`src/rtl/kp_adapt_if.sv`:
```
// kp_adapt_if: handshake bundle between the gain-adaptation loop and its environment.
interface kp_adapt_if;
  logic       en;
  logic       evt;
  logic [7:0] inc;
  logic [3:0] n;
  logic [7:0] kp;
  logic       upd;
  logic       busy;
  modport master (output en, evt, inc, input n, kp, upd, busy);
  modport slave  (input en, evt, inc, output n, kp, upd, busy);
endinterface

```
`src/rtl/kp_adapt_loop.sv`:
```
// kp_adapt_loop: windowed event counter feeding a decision block and saturating kp integrator.
// Define KPA_DEADBAND_EN to hold kp when the window count equals N_TARGET.
module kp_adapt_loop #(
  parameter int         WIN_LEN    = 64,
  parameter int         SETTLE_LEN = 16,
  parameter logic [7:0] KP_INIT    = 8'h40,
  parameter logic [7:0] KP_MIN     = 8'h01,
  parameter logic [7:0] KP_MAX     = 8'hFE,
  parameter int         N_TARGET   = 4
) (
  input logic       clk,
  input logic       rst_n,
  kp_adapt_if.slave bus
);
  typedef enum logic [1:0] {IDLE, MEAS, UPD, SETTLE} state_t;
  localparam int CW = $clog2(WIN_LEN > SETTLE_LEN ? WIN_LEN : SETTLE_LEN);
  localparam logic [7:0] KP_RST = KP_INIT < KP_MIN ? KP_MIN : KP_INIT > KP_MAX ? KP_MAX : KP_INIT;
`ifdef KPA_DEADBAND_EN
  localparam bit DB = 1'b1;
`else
  localparam bit DB = 1'b0;
`endif
  state_t state_q, state_d;
  logic [CW-1:0] cnt_q, cnt_d;
  logic [3:0] ev_q, ev_d, ev_inc, n_q, n_d;
  logic [7:0] kp_q, kp_d;
  logic upd_q, upd_d;
  logic signed [9:0] sum;
  logic hold;
  always_comb begin
    ev_inc = (bus.evt && ev_q != 4'hF) ? ev_q + 4'd1 : ev_q;
    sum = $signed({2'b00, kp_q}) + $signed({{2{bus.inc[7]}}, bus.inc});
    hold = DB && n_q == 4'(N_TARGET);
    state_d = state_q;
    cnt_d = cnt_q + 1'b1;
    ev_d = ev_q;
    n_d = n_q;
    kp_d = kp_q;
    upd_d = 1'b0;
    case (state_q)
      IDLE: begin
        cnt_d = '0;
        ev_d = '0;
        state_d = bus.en ? MEAS : IDLE;
      end
      MEAS: begin
        ev_d = ev_inc;
        if (cnt_q == CW'(WIN_LEN - 1)) begin
          n_d = ev_inc;
          state_d = UPD;
        end
      end
      UPD: begin
        upd_d = 1'b1;
        kp_d = hold ? kp_q
             : sum < $signed({2'b00, KP_MIN}) ? KP_MIN
             : sum > $signed({2'b00, KP_MAX}) ? KP_MAX : sum[7:0];
        cnt_d = '0;
        state_d = SETTLE;
      end
      default: if (cnt_q == CW'(SETTLE_LEN - 1)) begin
        cnt_d = '0;
        ev_d = '0;
        state_d = MEAS;
      end
    endcase
    // Dropping en abandons a partial window but lets an in-flight kp update land.
    if (!bus.en && state_q != IDLE) begin
      state_d = IDLE;
      n_d = n_q;
    end
  end
  always_ff @(posedge clk or negedge rst_n)
    if (!rst_n) begin
      state_q <= IDLE;
      cnt_q <= '0;
      ev_q <= '0;
      n_q <= '0;
      kp_q <= KP_RST;
      upd_q <= 1'b0;
    end else begin
      state_q <= state_d;
      cnt_q <= cnt_d;
      ev_q <= ev_d;
      n_q <= n_d;
      kp_q <= kp_d;
      upd_q <= upd_d;
    end
  assign bus.n = n_q;
  assign bus.kp = kp_q;
  assign bus.upd = upd_q;
  assign bus.busy = state_q != IDLE;
endmodule
```
`src/flat_wrapper.sv`:
```
// flat-port wrapper written by rule: the top's interface ports become plain ports
module kp_adapt_loop_flat 
#(
  parameter int         WIN_LEN    = 64,
  parameter int         SETTLE_LEN = 16,
  parameter logic [7:0] KP_INIT    = 8'h40,
  parameter logic [7:0] KP_MIN     = 8'h01,
  parameter logic [7:0] KP_MAX     = 8'hFE,
  parameter int         N_TARGET   = 4
)
  (clk, rst_n, bus_en, bus_evt, bus_inc, bus_n, bus_kp, bus_upd, bus_busy);
  kp_adapt_if bus_i ();
  input logic clk;
  input logic rst_n;
  input wire logic [$bits(bus_i.en)-1:0] bus_en;
  input wire logic [$bits(bus_i.evt)-1:0] bus_evt;
  input wire logic [$bits(bus_i.inc)-1:0] bus_inc;
  output wire logic [$bits(bus_i.n)-1:0] bus_n;
  output wire logic [$bits(bus_i.kp)-1:0] bus_kp;
  output wire logic [$bits(bus_i.upd)-1:0] bus_upd;
  output wire logic [$bits(bus_i.busy)-1:0] bus_busy;
  assign bus_i.en = bus_en;
  assign bus_i.evt = bus_evt;
  assign bus_i.inc = bus_inc;
  assign bus_n = bus_i.n;
  assign bus_kp = bus_i.kp;
  assign bus_upd = bus_i.upd;
  assign bus_busy = bus_i.busy;
  kp_adapt_loop #(.WIN_LEN(WIN_LEN), .SETTLE_LEN(SETTLE_LEN), .KP_INIT(KP_INIT), .KP_MIN(KP_MIN), .KP_MAX(KP_MAX), .N_TARGET(N_TARGET)) u_core (.clk(clk), .rst_n(rst_n), .bus(bus_i));
endmodule
```
`config.mk`:
```
export PLATFORM = sky130hd
export DESIGN_NAME = kp_adapt_loop_flat
export DESIGN_NICKNAME = d
export VERILOG_FILES = /design/src/rtl/kp_adapt_if.sv /design/src/rtl/kp_adapt_loop.sv /design/src/flat_wrapper.sv
export SDC_FILE = /design/constraint.sdc
export NUM_CORES = 1
export LEC_CHECK = 0
export CAP_MARGIN = 20
export CORE_ASPECT_RATIO = 1.75
export CORE_MARGIN = 2
export CORE_UTILIZATION = 30
export CTS_CLUSTER_DIAMETER = 80
export CTS_CLUSTER_SIZE = 8
export DETAILED_ROUTE_END_ITERATION = 6
export GPL_TIMING_DRIVEN = 0
export PLACE_DENSITY = 0.56
export SYNTH_ARGS = -nofsm -noshare
export SYNTH_HDL_FRONTEND = slang
export SYNTH_SLANG_ARGS = --single-unit
```
`constraint.sdc`:
```
create_clock -name clk -period 2.25 [get_ports clk]
set_input_delay 0.45 -clock clk [delete_from_list [all_inputs] [get_ports clk]]
set_output_delay 0.45 -clock clk [all_outputs]
set_load 0.02 [all_outputs]
```
==> key figures, run 1 <==
Route
  – Number of remaining DRC errors: 0
  – Pre-Repair DR Iteration Count: 4
  – WL final: 3.541 mm
  – Drt first-iter violations: 40
  – Vias per inst: 4.767
  – Routed len/inst: 12.34 um
  – DR vias: 1368
  – Detail Route Antenna Nets: 0

Floorplanning
  – Ports: 26
  – Total die area: 6178 um2
  – Core ar.: 5299 um2
  – # rows: 35
  – Die height: 102.5 um
  – Die width: 60.28 um
  – Initial Util: a little under a third

Critical path
  – Worst Setup SP: bus_inc[4]
  – Worst R2R Setup Slack: -0.04 ns
  – Reg-to-reg endpoint: u_core.bus.kp[0]
  – Slowest cell delay on critical path: 0.51 ns
  – Critical-path top delay cell: clkdlybuf4s50_1
  – Crit. End Element: flip-flop
  – Worst path top cell family by delay: compound AO/OA/AOI/OAI gates
  – Worst Setup EP: u_core.bus.kp[0]
  – WP data required: 2.40 ns
  – Crit path DAT: 2.46 ns
  – Crit path kind: in -> reg
  – Worst Path Buf+Inv: 1
  – Number of stages on the worst setup path: 9
  – Critical path cell sequence: clkdlybuf4s50_1, ha_4, a21oi_4, nand2_2, o21a_1, or2_4, o31ai_2, a211oi_2, o22a_1
  – CP Launch Type: input port
  – Worst reg-to-reg path cell count: 9
  – Crit-path max FO: 5
  – Reg2reg start: u_core.bus.kp[0]

Timing
  – # setup viols final: 3
  – Clock Skews: between 0.004 and 0.005 ns
  – Pins Over Slew Limit: 0
  – Final WS setup: -0.05836 ns
  – Final hold violation count: 0
  – Slew HR: between 50% and 60%
  – RSZ-0062 raised after global routing: true
  – Fin crit share: 102.6%
  – Fmax: 433.2 MHz
  – Crit path time final: 2.308 ns
  – Worst slew pin tran: 0.6364 ns

Power and ir drop
  – Maximum vdd drop: 0.0005075 V
  – Switching Power: 0.001256 W
  – Switching share of power: between 40 and 50%
  – Pwr Density: 1269 nW/um2
  – Leak pwr: 0.9565 nW
  – Pint: 0.001589 W
  – Comb power frac: 65.6%
  – Register share of total power: approximately a quarter
  – Clk network pwr share: 9.0%

Global routing
  – Largest net degree at the start of global routing: 16
  – GRT overflow: 0
  – Vias in the first global route: 1360
  – GR Util All Layers: 12.20%
  – First-pass GRT wire length: 5.830 mm
  – Initial antenna violation count: 0

Finish
  – ANT cells: 0
  – Layout cell share with drive strength beyond 1: 19.72%
  – Area of the multi-input gates: 1100 um2
  – Nets: approximately 240
  – Area delta synth->final: 34.84%
  – Register area: 628.1 um2
  – Post-route insts no fill: 287
  – Post-route cell area: 2242 um2
  – Fillcell total: between 500 and 600

Clock network
  – Worst-Skew Late Latency: 0.26 ns
  – Reg clk slew, reported paths: 0.08 ns
  – Deepest clock path buffer count: 2
  – Total CTS buffers: 3
  – CTS tree: built
  – Root Buffer: clkbuf_8
  – # clock sinks: 25
  – H-tree levels: 1

Synthesis
  – Synth cell types: 46
  – Post-synth EDFFs: 0
  – Syn_nets: 206
  – Sequential area share after synthesis: 37.70%
  – Mapped Avg Cell Area: a little over 9 um2
  – Post-Synthesis Cells: 178
  – Async S/R FF share, synth: 100.0%
  – Cell Area, Synth: 1663 um2
  – Top_reg_cell synth: dfrtp_1
  – Synth warn: 0
  – #FFs+latches synth: 25

Place
  – DP Area: 2047 um2
  – Placer congestion estimate: roughly 0.81
  – HPWL after detailed placement: ~2.8 mm
  – PortBufs: 25
  – Placed insts: 278

Status
  – Failing checks: negative setup slack
  – Outcome: finished with violations

Min path
  – Hold crit path type: reg -> reg
  – Hold Crit Depth: 1

Job
  – Total of max-cap violations: 0
==> kinds of logic after synthesis <==
family | count (synthesis) | share of synthesized area [%]
adder cells (fa/ha/maj) | 16 | 12.49
AO/OA/AOI/OAI | 47 | 20.62
XOR/XNOR | 10 | 5.267
AND/OR/NAND/NOR | 62 | 18.13
flip-flops | 25 | 37.70
multiplexers | 3 | 1.956
buffers and inverters | 15 | 3.837
==> power groups by stage <==
stage	clock network, W	registers (W)	logic [W]
after CTS	0.000264	0.000717	0.00170
after detailed placement	0	0.000725	0.00163
after global placement	0	0.000724	0.00162
after floorplan	0	0.000788	0.00112
after global routing	0.000280	0.000746	0.00206
final	0.000255	0.000724	0.00187
==> flip-flops by register name, indices dropped and copies added, names as in the netlist <==
signal / count
u_core.cnt_q: 6
u_core.bus.upd: 1
u_core.bus.n: 4
u_core.ev_q: 4
u_core.state_q: 2
u_core.bus.kp: 8
==> worst min-delay path by stage <==
stage	end	startpoint
detailed placement	u_core.cnt_q[0]	u_core.cnt_q[0]
floorplan	u_core.bus.kp[0]	rst_n
CTS	u_core.cnt_q[0]	u_core.cnt_q[0]
global placement	u_core.cnt_q[0]	u_core.cnt_q[0]
finish	u_core.cnt_q[0]	u_core.cnt_q[0]
global route	u_core.cnt_q[0]	u_core.cnt_q[0]
==> synth_stat cells (2+ instances only) <==
master	number	area, um2
o21ai_0	3	15.01
nor2_1	23	86.33
nor3_1	6	30.03
or3_1	2	12.51
nand2_1	11	41.29
a31oi_1	5	31.28
xnor2_1	5	43.79
o22ai_1	7	43.79
nand2b_1	2	12.51
inv_1	12	45.04
a22o_1	2	17.52
a21o_1	4	30.03
a21oi_1	10	50.05
xor2_1	5	43.79
dfrtp_1	24	600.6
nor2b_1	3	18.77
ha_1	15	187.7
a211oi_1	2	15.01
o22a_1	2	17.52
nand3_1	6	30.03
o21ai_1	3	15.01
nand4_1	2	12.51
==> stage by stage <==
| stage | TNS, ns | hold WS, ns | power [W] | utilization [%] | worst slack [ns] |
|---|---|---|---|---|---|
| final | -0.07260 | 0.4652 | 0.002845 | 42.31 | -0.05836 |
| after global routing | -0.5416 | 0.4900 | 0.003089 | 42.31 | -0.1604 |
| after CTS | -0.9054 | 0.4778 | 0.002681 | 40.17 | -0.2076 |
| after detailed placement | -4.057 | 0.4638 | 0.002357 | 38.63 | -0.5511 |
| after global placement | -3.935 | 0.4561 | 0.002348 | 38.11 | -0.5560 |
| after floorplan | 0 | 0.1544 | 0.001903 | - | 0.01665 |
==> what timing repair did <==
action | in CTS | in global routing
hold buffers | 0 | 0
gates resized for setup | 6 | 19
setup endpoints to repair | 8 | 11
pin swaps | 9 | 18
buffers inserted | 3 | 3
==> layout by cell type, fill, tap and decap left out, types with 3 or more instances in the layout <==
| master | netlist | layout |
|---|---|---|
| a21o_1 | 4 | 4 |
| o21ai_0 | 3 | 3 |
| nand2_2 | 0 | 3 |
| nand2_1 | 11 | 8 |
| ha_4 | 0 | 3 |
| o21ai_1 | 3 | 3 |
| clkbuf_8 | 0 | 3 |
| nand3_1 | 6 | 6 |
| xnor2_1 | 5 | 3 |
| a31oi_1 | 5 | 5 |
| ha_1 | 15 | 10 |
| inv_1 | 12 | 12 |
| o22ai_1 | 7 | 7 |
| nor2_1 | 23 | 22 |
| a21oi_1 | 10 | 8 |
| dfrtp_1 | 24 | 23 |
| buf_4 | 0 | 5 |
| nor3_1 | 6 | 5 |
| clkdlybuf4s50_1 | 0 | 22 |
| xor2_1 | 5 | 4 |
==> layer usage <==
layer | part of all wire, % | wire length [um] | track usage (%)
met1 | 39 | 1397 | 13.10
met3 | 2.3 | 81 | 0.7595
met4 | 2.7 | 95 | 5.983
met2 | 56 | 1967 | 22.99
met5 | 0 | 0 | 0
==> layout make-up <==
class                      count  area share, %
tap                           74          4.129
clock buffer                   4          2.009
multi-input combinational    138          49.05
inverter                      13          2.176
buffer                         2         0.6696
timing repair buffer          31          13.95
sequential                    25          28.01
Power figures use the tool's default switching activity.
==> run 2, diff against run 1 <==
--- a/config.mk
+++ b/config.mk
@@ -14,6 +14,7 @@
 export DETAILED_ROUTE_END_ITERATION = 6
 export GPL_TIMING_DRIVEN = 0
 export PLACE_DENSITY = 0.56
+export RECOVER_POWER = 25
 export SYNTH_ARGS = -nofsm -noshare
 export SYNTH_HDL_FRONTEND = slang
 export SYNTH_SLANG_ARGS = --single-unit
==> run 2 against run 1 <==
  * The flow still finishes with violations (negative setup slack)
  * Count of clock-buffer cells in the layout did not move
  * First-iteration DRC count fell by 2.5%
  * Die area did not move
  * Critical endpoint unchanged
==> key figures, run 2 (synthesis results as in run 1) <==
Status
  – Failing checks: negative setup slack
  – Outcome: finished with violations

Clock network
  – CTS tree: built
  – Reg clk slew, reported paths: 0.08 ns
  – Worst-Skew Late Latency: between 0.2 and 0.3 ns
  – Root Buffer: clkbuf_8
  – Total CTS buffers: 3
  – Deepest clock path buffer count: 2
  – H-tree levels: 1
  – CTS hold repair buffers: 0
  – # clock sinks: 25

Timing
  – Final hold violation count: 0
  – Slew HR: a little under half
  – RSZ-0062 raised after global routing: true
  – Fmax: 433.2 MHz
  – Worst slew pin tran: 0.7835 ns
  – Crit path time final: approximately 2.3 ns
  – Pins Over Slew Limit: 0
  – Clock Skews: between 0.004 and 0.005 ns
  – # setup viols final: 3
  – Hold Worst Slack: 0.4656 ns
  – Final WS setup: -0.05827 ns
  – Fin crit share: 102.6%

Finish
  – Area of the multi-input gates: between 1000 and 1500 um2
  – Commonest non-fill, non-tap cell in the layout: dfrtp_1
  – Most frequent cells in the layout: dfrtp_1, nor2_1, clkdlybuf4s50_1
  – Final Util: 41.87%
  – Area delta synth->final: 33.41%
  – ANT cells: 0
  – Register area: 628.1 um2
  – Fillcell total: 538
  – Nets: 242
  – Post-route cell area: between 2000 and 2500 um2
  – Max reg flops: 8
  – Layout cell share with drive strength beyond 1: between 10% and 20%

Min path
  – Min-delay src: u_core.cnt_q[0]
  – Hold Crit Depth: 1
  – Hold crit path type: reg -> reg
  – Hold EP: u_core.cnt_q[0]

Global routing
  – First-pass GRT wire length: 5.830 mm
  – GR Util All Layers: 12.20%
  – Largest net degree at the start of global routing: 16
  – Vias in the first global route: 1360
  – GRT overflow: 0
  – Initial antenna violation count: 0

Floorplanning
  – Core ar.: 5299 um2
  – Total die area: 6178 um2
  – Ports: 26
  – Die height: between 100 and 150 um
  – # rows: 35
  – Initial Util: 31.38%
  – Die width: around 60 um

Route
  – Routed len/inst: 12.35 um
  – WL final: 3.545 mm
  – DR vias: 1367
  – Vias per inst: ~4.8
  – Number of remaining DRC errors: 0
  – Detail Route Antenna Nets: 0
  – Pre-Repair DR Iteration Count: 4
  – Drt first-iter violations: 39

Place
  – PortBufs: 25
  – DP Area: 2047 um2
  – HPWL after detailed placement: 2.813 mm
  – Placer congestion estimate: 0.8140

Critical path
  – Reg2reg start: u_core.bus.kp[0]
  – Worst reg-to-reg path cell count: 9
  – Crit-path max FO: 5
  – Crit path kind: in -> reg
  – CP Launch Type: input port
  – Reg-to-reg endpoint: u_core.bus.kp[0]
  – WP data required: 2.40 ns
  – Crit. End Element: flip-flop
  – Worst R2R Setup Slack: -0.04 ns
  – Crit path DAT: roughly 2.5 ns

Power and ir drop
  – Pwr Density: 1280 nW/um2
  – Maximum vdd drop: 0.0005079 V
  – Leak pwr: 0.9452 nW

Job
  – Total of max-cap violations: 0
-- run 2: worst max path at each step --
| stage | start | endpoint | slack (ns) | cells past startpoint |
|---|---|---|---|---|
| 3_3_place_gp | bus_inc[0] | u_core.bus.kp[0] | -0.56 | 10 |
| 5_1_grt | u_core.bus.kp[0] | u_core.bus.kp[0] | -0.16 | 9 |
| 6_report | bus_inc[4] | u_core.bus.kp[0] | -0.06 | 9 |
| 4_1_cts | u_core.bus.kp[0] | u_core.bus.kp[0] | -0.21 | 9 |
| 3_5_place_dp | bus_inc[7] | u_core.bus.kp[0] | -0.55 | 8 |
| 2_1_floorplan | u_core.bus.kp[0] | u_core.bus.kp[0] | 0.02 | 9 |
-- run 2: per-stage QoR --
stage	TNS (ns)	power, W	std cells	worst slack, ns
after floorplan	0	0.001903	178	0.01665
final	-0.07201	0.002839	287	-0.05827
after detailed placement	-4.057	0.002357	278	-0.5511
after global routing	-0.5416	0.003084	287	-0.1604
after CTS	-0.9054	0.002681	285	-0.2076
after global placement	-3.935	0.002348	277	-0.5560
-- run 2: repair_timing --
item                                    CTS  global route
endpoints found under the setup margin    8            11
buffers inserted                          3             3
pin swaps                                 9            18
resized for setup                         6            19
-- run 2: power by group --
part / internal (W) / total, W / leakage (nW) / switching, W
Combinational: 0.000871 / 0.00186 / 0.598 / 0.000989
Sequential: 0.000587 / 0.000724 / 0.324 / 0.000137
Clock: 0.000126 / 0.000255 / 0.0228 / 0.000129
Total: 0.00158 / 0.00284 / 0.945 / 0.00125
-- run 2: area by class of cell --
type / count / area share, %
buffer: 2 / 0.6768
inverter: 13 / 2.200
tap: 74 / 4.174
multi-input combinational: 138 / 49.58
clock buffer: 4 / 2.030
timing repair buffer: 31 / 13.03
sequential: 25 / 28.31
-- run 2: layer usage --
layer	GRT usage [%]	wire length [um]	part of all wire, %	up-vias
met1	13.10	1405	40	635
met2	22.99	1968	56	21
met5	0	0	0	-
met3	0.7595	76	2.1	6
met4	5.983	95	2.7	0
li1	-	-	-	705
-- run 2: critical path, cell delays in order --
cell,delay (ns)
clkdlybuf4s50_1,0.51
ha_4,0.24
a21oi_4,0.17
nand2_2,0.10
o21a_1,0.21
or2_4,0.29
o31ai_2,0.24
a211oi_2,0.09
o22a_1,0.16
==> run 3, diff against run 2 <==
--- a/config.mk
+++ b/config.mk
@@ -13,6 +13,7 @@
 export CTS_CLUSTER_SIZE = 8
 export DETAILED_ROUTE_END_ITERATION = 6
 export GPL_TIMING_DRIVEN = 0
+export MAX_ROUTING_LAYER = met4
 export PLACE_DENSITY = 0.56
 export RECOVER_POWER = 25
 export SYNTH_ARGS = -nofsm -noshare
==> run 3 against run 2 <==
  * The flow still finishes with violations (negative setup slack)
  * Global-route usage grew 0.36 points
  * Core utilization is the same
  * Cell count is the same
  * Worst setup slack is essentially flat
  * Clock skew shrank 0.00069 ns
  * Wire length grew 0.28%
  * Critical path depth is the same
  * Total power is essentially flat
  * Cell area is the same
  * Non-clock buffer count is the same
  * Via count grew 1.3%
  * Sequential share of layout area is the same
  * Largest power group unchanged
==> key figures, run 3 (synthesis results as in run 1) <==
Status
  – Outcome: finished with violations
  – Failing checks: negative setup slack

Finish
  – Most frequent cells in the layout: dfrtp_1, nor2_1, clkdlybuf4s50_1
  – ANT cells: 0
  – Nets: approximately 240
  – Fillcell total: 538
  – Register area: 628.1 um2
  – Layout cell share with drive strength beyond 1: 19.25%
  – Area delta synth->final: 33.41%
  – Area of the multi-input gates: 1100 um2
  – Commonest non-fill, non-tap cell in the layout: dfrtp_1
  – Max reg flops: 8

Timing
  – Clock Skews: 0.003773 ns
  – Crit path time final: 2.309 ns
  – Slew HR: 47.53%
  – Fin crit share: 102.6%
  – # setup viols final: 5
  – Pins Over Slew Limit: 0
  – Final hold violation count: 0
  – Fmax: 433.1 MHz
  – Hold Worst Slack: approximately 0.47 ns
  – Setup TNS: -0.08518 ns
  – Final WS setup: -0.05872 ns
  – RSZ-0062 raised after global routing: true
  – Worst slew pin tran: 0.7870 ns

Route
  – Number of remaining DRC errors: 0
  – Detail Route Antenna Nets: 0
  – DR vias: 1385
  – Pre-Repair DR Iteration Count: 4
  – Drt first-iter violations: 52
  – Vias per inst: 4.826
  – WL final: between 3 and 4 mm
  – Routed len/inst: 12.39 um

Global routing
  – First-pass GRT wire length: between 5 and 6 mm
  – GR Util All Layers: about an eighth
  – GRT overflow: 0
  – Largest net degree at the start of global routing: 16
  – Vias in the first global route: 1349
  – Initial antenna violation count: 0

Power and ir drop
  – Leak pwr: 0.9452 nW
  – Pwr Density: about 1300 nW/um2
  – Maximum vdd drop: 0.0005079 V

Place
  – HPWL after detailed placement: 2.813 mm
  – Placer congestion estimate: between 0.8 and 0.9
  – PortBufs: 25

Job
  – Total of max-cap violations: 0

Critical path
  – Crit path kind: in -> reg
  – Crit path DAT: 2.46 ns
  – Crit-path max FO: 5
  – Worst Setup SP: bus_inc[4]
  – Reg2reg start: u_core.bus.kp[0]
  – CP Launch Type: input port
  – Crit. End Element: flip-flop
  – WP data required: roughly 2.4 ns

Clock network
  – CTS hold repair buffers: 0
  – Worst-Skew Late Latency: 0.26 ns
  – Total CTS buffers: 3
  – Reg clk slew, reported paths: 0.08 ns
  – CTS tree: built
  – Root Buffer: clkbuf_8
  – H-tree levels: 1
  – # clock sinks: 25
  – Deepest clock path buffer count: 2

Floorplanning
  – Initial Util: 31.38%
  – Ports: 26
  – Die width: about 60 um
  – Die height: 102.5 um
  – Core ar.: about 5300 um2
  – Total die area: around 6200 um2
  – # rows: 35

Min path
  – Min-delay src: u_core.cnt_q[0]
  – Hold crit path type: reg -> reg
-- run 3: cell counts in the layout (fill, tap and decap cells not counted) --
No cell type changed its count.
-- run 3: what timing repair did --
item | 4_1_cts | 5_1_grt
buffers inserted | 3 | 3
pin swaps | 9 | 18
endpoints found under the setup margin | 8 | 11
resized for setup | 6 | 19
hold endpoints to repair | 0 | 0
-- run 3: metal layers --
metal | track usage (%) | vias up | part of all wire (%)
li1 | - | 709 | -
met1 | 13.18 | 649 | 40
met2 | 22.91 | 21 | 55
met3 | 0.7595 | 6 | 2.1
met4 | 5.983 | 0 | 2.7
met5 | - | - | 0
-- run 3: worst max-delay path: stages --
cell and delay [ns]:
clkdlybuf4s50_1 0.51, ha_4 0.24, a21oi_4 0.17, nand2_2 0.10, o21a_1 0.21, or2_4 0.29
o31ai_2 0.24, a211oi_2 0.09, o22a_1 0.16
-- run 3: cell type report --
class                           count  area share, %
Multi-Input combinational cell    138          49.58
Timing Repair Buffer               31          13.03
Buffer                              2         0.6768
Clock buffer                        4          2.030
Sequential cell                    25          28.31
Tap cell                           74          4.174
Inverter                           13          2.200
-- run 3: where the power goes --
part           leakage, nW  switching (W)  total, W  internal (W)
clock network       0.0228       0.000128  0.000254      0.000126
logic                0.598       0.000990   0.00186      0.000871
registers            0.324       0.000137  0.000724      0.000587
-- run 3: per-stage QoR --
step                worst slack (ns)  power (W)  utilization [%]  cells  instance area [um2]
detailed placement           -0.5511   0.002357            38.63    278                 2047
finish                      -0.05872   0.002840            41.87    287                 2218
floorplan                    0.01665   0.001903                -    178                 1677
CTS                          -0.2076   0.002681            40.17    285                 2128
global placement             -0.5560   0.002348            38.11    277                 2019
global route                 -0.1604   0.003084            41.87    287                 2218
-- run 3: path summary, 6_finish.rpt --
path	cells after the start	slack, ns	end
setup / recovery	9	-0.06	u_core.bus.kp[0]
hold / removal	1	0.47	u_core.cnt_q[0]
setup reg to reg	9	-0.05	u_core.bus.kp[0]
hold reg to reg	1	0.47	u_core.cnt_q[0]
max in group asynchronous	2	0.52	u_core.bus.kp[0]
min in group asynchronous	1	0.60	u_core.ev_q[2]
